## src/rtl/alu_issue_queue.sv

```systemverilog
// Small in-order issue queue in front of a combinational ALU, with one registered
// writeback slot that holds its result under backpressure.
package alu_iq_pkg;
  localparam int unsigned TRANS_ID_BITS = 3;

  typedef enum logic [3:0] {
    OP_ADD, OP_SUB, OP_AND, OP_OR, OP_XOR, OP_EQ, OP_NE, OP_LTS, OP_LTU
  } fu_op_t;

  typedef struct packed {
    fu_op_t                   operator;
    logic [63:0]              operand_a;
    logic [63:0]              operand_b;
    logic [63:0]              imm;
    logic [TRANS_ID_BITS-1:0] trans_id;
  } fu_data_t;
endpackage

module alu_issue_queue
  import alu_iq_pkg::fu_data_t;
#(
  parameter int unsigned DEPTH         = 4,
  parameter int unsigned TRANS_ID_BITS = alu_iq_pkg::TRANS_ID_BITS
) (
  input  logic                       clk_i,
  input  logic                       rst_ni,
  input  logic                       flush_i,
  input  logic                       issue_valid_i,
  output logic                       issue_ready_o,
  input  fu_data_t                   fu_data_i,
  output fu_data_t                   alu_fu_data_o,
  input  logic [63:0]                alu_result_i,
  input  logic                       alu_branch_res_i,
  output logic                       wb_valid_o,
  input  logic                       wb_ready_i,
  output logic [63:0]                wb_result_o,
  output logic                       wb_branch_res_o,
  output logic [TRANS_ID_BITS-1:0]   wb_trans_id_o,
  output logic [$clog2(DEPTH):0]     count_o
);

  localparam int unsigned PTR_W = $clog2(DEPTH);
  localparam int unsigned CNT_W = PTR_W + 1;
  localparam logic [CNT_W-1:0] FULL = CNT_W'(DEPTH);

  fu_data_t                 r_mem [DEPTH];
  logic [PTR_W-1:0]         r_rd_ptr;
  logic [PTR_W-1:0]         r_wr_ptr;
  logic [CNT_W-1:0]         r_count;
  logic                     r_wb_valid;
  logic [63:0]              r_wb_result;
  logic                     r_wb_branch_res;
  logic [TRANS_ID_BITS-1:0] r_wb_trans_id;

  logic w_not_empty;
  logic w_accept;
  logic w_advance;

  assign w_not_empty   = (r_count != '0);
  assign issue_ready_o = (r_count < FULL) & ~flush_i;
  assign w_accept      = issue_valid_i & issue_ready_o;
  // The output slot refills in the same cycle it is drained, so a full pipe runs at one op per cycle.
  assign w_advance     = w_not_empty & (~r_wb_valid | wb_ready_i);
  assign alu_fu_data_o = w_not_empty ? r_mem[r_rd_ptr] : '0;

  // NOTE: storage has no reset; the count alone says which entries are live.
  always_ff @(posedge clk_i) begin
    if (w_accept) r_mem[r_wr_ptr] <= fu_data_i;
  end

  always_ff @(posedge clk_i or negedge rst_ni) begin
    if (!rst_ni) begin
      r_rd_ptr   <= '0;
      r_wr_ptr   <= '0;
      r_count    <= '0;
      r_wb_valid <= 1'b0;
    end else if (flush_i) begin
      r_rd_ptr   <= '0;
      r_wr_ptr   <= '0;
      r_count    <= '0;
      r_wb_valid <= 1'b0;
    end else begin
      if (w_accept)  r_wr_ptr <= r_wr_ptr + 1'b1;
      if (w_advance) r_rd_ptr <= r_rd_ptr + 1'b1;
      case ({w_accept, w_advance})
        2'b10:   r_count <= r_count + 1'b1;
        2'b01:   r_count <= r_count - 1'b1;
        default: r_count <= r_count;
      endcase
      if (w_advance)       r_wb_valid <= 1'b1;
      else if (wb_ready_i) r_wb_valid <= 1'b0;
    end
  end

  // Payload is only qualified by r_wb_valid, so flush leaves it alone.
  always_ff @(posedge clk_i or negedge rst_ni) begin
    if (!rst_ni) begin
      r_wb_result     <= '0;
      r_wb_branch_res <= 1'b0;
      r_wb_trans_id   <= '0;
    end else if (w_advance) begin
      r_wb_result     <= alu_result_i;
      r_wb_branch_res <= alu_branch_res_i;
      r_wb_trans_id   <= alu_fu_data_o.trans_id;
    end
  end

  assign wb_valid_o      = r_wb_valid;
  assign wb_result_o     = r_wb_result;
  assign wb_branch_res_o = r_wb_branch_res;
  assign wb_trans_id_o   = r_wb_trans_id;
  assign count_o         = r_count;

endmodule

```

## config.mk

```make
export PLATFORM = sky130hd
export DESIGN_NAME = alu_issue_queue
export DESIGN_NICKNAME = d
export VERILOG_FILES = /design/src/rtl/alu_issue_queue.sv
export SDC_FILE = /design/constraint.sdc
export NUM_CORES = 1
export LEC_CHECK = 0
export CAP_MARGIN = 40
export CORE_ASPECT_RATIO = 0.75
export CORE_MARGIN = 2
export CORE_UTILIZATION = 45
export DETAILED_ROUTE_END_ITERATION = 10
export GPL_TIMING_DRIVEN = 1
export PLACE_DENSITY = 0.69
export SETUP_SLACK_MARGIN = 0.2
export SLEW_MARGIN = 20
export SYNTH_ARGS = -nofsm -noshare
export SYNTH_HDL_FRONTEND = slang
export SYNTH_SLANG_ARGS = --single-unit
```

## constraint.sdc

```tcl
create_clock -name clk_i -period 12.77 [get_ports clk_i]
set_input_delay 1.277 -clock clk_i [delete_from_list [all_inputs] [get_ports clk_i]]
set_output_delay 1.277 -clock clk_i [all_outputs]
set_load 0.05 [all_outputs]
```

==> flow_summary_export.csv <==
group,metric,value,unit
status,status,"finished, final reports clean",
critical_path,crit_top_cell,"buf_4",
floorplan,die_h,240,um
final_layout,fin_nets,2461,
global_route,grtUsageTotal,19.4,%
routing,drc,0,
yosys,synth_nets,1876,
global_route,grt_max_degree,89,
critical_path,crit_required,11.49,ns
routing,avgRoutedWirePerCell,23.0,um
timing,rsz0062_at_grt,"no",
power_and_ir_drop,ir_drop,202,uV
routing,wl,74400,um
yosys,ys.flop_type,"edfxtp_1",
timing,clock-skew-final,0.0236,ns
power_and_ir_drop,switchingPower,0.00408,W
final_layout,final_cell_mix,"796 x edfxtp_1, 539 x clkdlybuf4s50_1, 206 x nand2_1, 199 x mux4_2, 199 x and2_1",
timing,relSlewSlack,44.4,%
yosys,synth_edf_count,796,
clock_tree,cts_tree,"done",
floorplan,coreArea,73400,sq um
routing,via_count,16900,
critical_path,critical_path.endpoint,"alu_fu_data_o[155]",
power_and_ir_drop,pwr-share-seq,34.4,%
yosys,syn-instance-count,1602,
yosys,netlist_area,33300,sq um
yosys,async_reset_ff_share,8.72,%
placement,post-dp-hpwl,47700,um
power_and_ir_drop,intPower,0.00636,W
clock_tree,clock-sinks,872,
critical_path,rr_worst_depth,9,
final_layout,drive_gt1_share,16.3,%
clock_tree,path_clk_slew,0.06,ns
clock_tree,htree_levels,3,
yosys,synth-seq-cells,872,
routing,drt-pass1-iter-count,5,
critical_path,crit_arrival,4.07,ns
timing,fin_crit_sh,41.9,%
critical_path,path_depth,5,
run,max-cap-violations,0,
power_and_ir_drop,comb_power_share,43.4,%
power_and_ir_drop,total_power,0.0104,W
global_route,grt_pass1_vias,17700,
yosys,synth_area_per_cell,20.8,sq um
yosys,synth.area.top_cells,"edfxtp_1 72%, mux4_2 13%, dfrtp_1 5.7%",
timing,setup_viol,0,
routing,maxUsedRoutingLayer,"met5",
floorplan,start_util,45.4,%
critical_path,critPathCaptureType,"output port",
final_layout,area_growth,27.5,%
placement,port_buffers,540,
clock_tree,cts_made_buffers,83,
routing,met2WireLength,36600,um
yosys,ys_types,34,
final_layout,fin_util,57.9,%
clock_tree,clockBufferDepth,3,
timing,slew_violations,0,
final_layout,fillerInstances,5364,
critical_path,path_buf_inv,3,
critical_path,critPathTopFamily,"buffers and inverters",
power_and_ir_drop,leakage,14.1,nW
floorplan,die_x,318,um
power_and_ir_drop,p_clk_share,22.3,%
global_route,antenna_found_initial,13,
routing,wl_met3,5320,um
placement,place_congestion,0.762,
yosys,yosysTopAreaCellShare,71.8,%
yosys,synth_largest_area_cell,"edfxtp_1",
timing,fin_setup_tns,0,ns
critical_path,critPathLaunch,"r_rd_ptr[1]",
clock_tree,cts_resized,0,
final_layout,layout_commonest_cell,"edfxtp_1",
critical_path,crit_fanout,47,
critical_path,critPathKind,"reg2out",
clock_tree,worstSkewPairLatency,0.64,ns
routing,ant_nets,0,
clock_tree,post_cts_buffers,0,
yosys,seq_area_frac_synth,77.5,%
yosys,ys_warn_count,0,
critical_path,rr_endpoint,"count_o[2]",
critical_path,cp-start-kind,"flop",
global_route,grt_pass1_wl,111000,um
floorplan,io-pin-count,541,
floorplan,die-area,76200,sq um
routing,met1Wirelength,30700,um
global_route,overflow,0,
critical_path,r2r_slack,9.32,ns
clock_tree,clockRootBuffer,"clkbuf_16",
power_and_ir_drop,pwr_density_cell,246,nW/um^2
routing,vias_per_cell,5.22,
critical_path,regToRegStartpoint,"count_o[2]",
floorplan,rows,86,
timing,period_needed,5.35,ns
min_path,hp-class,"reg2reg",
routing,dr.first_iter.drc_count,1406,
critical_path,path_cells,"buf_4 > buf_4 > mux4_2 > and2_1 > clkdlybuf4s50_1",
timing,max_freq,187,MHz
timing,tightestPinTransition,0.835,ns
clock_tree,hold_buffers,0,
critical_path,cpMaxStageDelayCell,"dfrtp_4",
power_and_ir_drop,swShare,39.1,%
critical_path,critPathMaxStageDelay,0.79,ns
timing,hold_violations,0,
## final cells by class
class	count	area, sq um	area share [%]
Antenna cell	7	17.5	0.0413
Sequential cell	872	25800	60.8
Timing Repair Buffer	583	6030	14.2
Multi-Input combinational cell	645	6820	16.1
Clock buffer	109	2250	5.30
Inverter	2	7.51	0.0177
Clock inverter	43	318	0.748
Tap cell	968	1210	2.85
## routing by layer
| layer | global-route usage (%) | vias to the layer above |
|---|---|---|
| li1 | - | 7443 |
| met1 | 25.8 | 8787 |
| met2 | 30.8 | 501 |
| met3 | 5.78 | 123 |
| met4 | 6.19 | 16 |
| met5 | 0 | - |
## power by group through the flow
stage / Combinational (W) / Sequential (W) / Clock [W]
3_5_place_dp: 0.00451 / 0.00367 / 0
5_1_grt: 0.00475 / 0.00361 / 0.00249
2_1_floorplan: 0.00272 / 0.00404 / 0
4_1_cts: 0.00453 / 0.00361 / 0.00238
6_report: 0.00453 / 0.00359 / 0.00232
3_3_place_gp: 0.00444 / 0.00367 / 0
## cell families after synthesis
kind of cell / synth area share (%)
AO/OA/AOI/OAI: 0.0977
adder cells (fa/ha/maj): 0.210
flip-flops: 77.5
buffers and inverters: 2.07
AND/OR/NAND/NOR: 6.51
XOR/XNOR: 0.131
multiplexers: 13.5
## stage by stage
step / cells / cell area, sq um / setup slack [ns] / hold WS, ns
floorplan: 1602 / 33300 / 5.72 / 0.562
global placement: 3052 / 39400 / 7.28 / 0.456
detailed placement: 3065 / 39800 / 7.48 / 0.462
CTS: 3217 / 42300 / 6.79 / 0.478
global route: 3226 / 42500 / 7.22 / 0.498
finish: 3229 / 42500 / 7.42 / 0.473
## Yosys cell counts, types with 2 or more instances
cell / count
ha_1: 4
mux4_2: 199
edfxtp_1: 796
clkbuf_1: 40
nor2_1: 7
nand3_1: 3
buf_1: 7
xnor2_1: 4
dfrtp_1: 76
buf_4: 4
a31oi_1: 2
inv_1: 2
buf_2: 10
nand2_1: 206
and2_1: 203
buf_12: 20
nor2b_1: 2
## flip-flops by register name, indices dropped and copies added, names as in the netlist
signal,cells
wb_trans_id_o,3
r_mem,796
r_wr_ptr,2
count_o,3
wb_valid_o,1
wb_result_o,64
r_rd_ptr,2
wb_branch_res_o,1
## worst register-to-register path: stages, from the launching register on
cell     delay (ns)
dfrtp_1        0.52
or3_4          0.63
buf_4          0.42
nand2_2        0.13
buf_4          0.61
nor2_1         0.13
fa_1           0.46
nor3_1         0.21
mux2i_1        0.10
a31oi_1        0.16
## how the worst min path moves through the flow
stage,from,end,cells past startpoint
floorplan,r_wr_ptr[0],r_wr_ptr[0],2
global placement,wb_result_o[25],wb_result_o[25],2
detailed placement,wb_result_o[57],wb_result_o[57],2
CTS,wb_result_o[57],wb_result_o[57],2
global route,wb_result_o[43],wb_result_o[43],2
finish,wb_result_o[40],wb_result_o[40],2
Note: power is estimated with default switching activity, not from simulation.
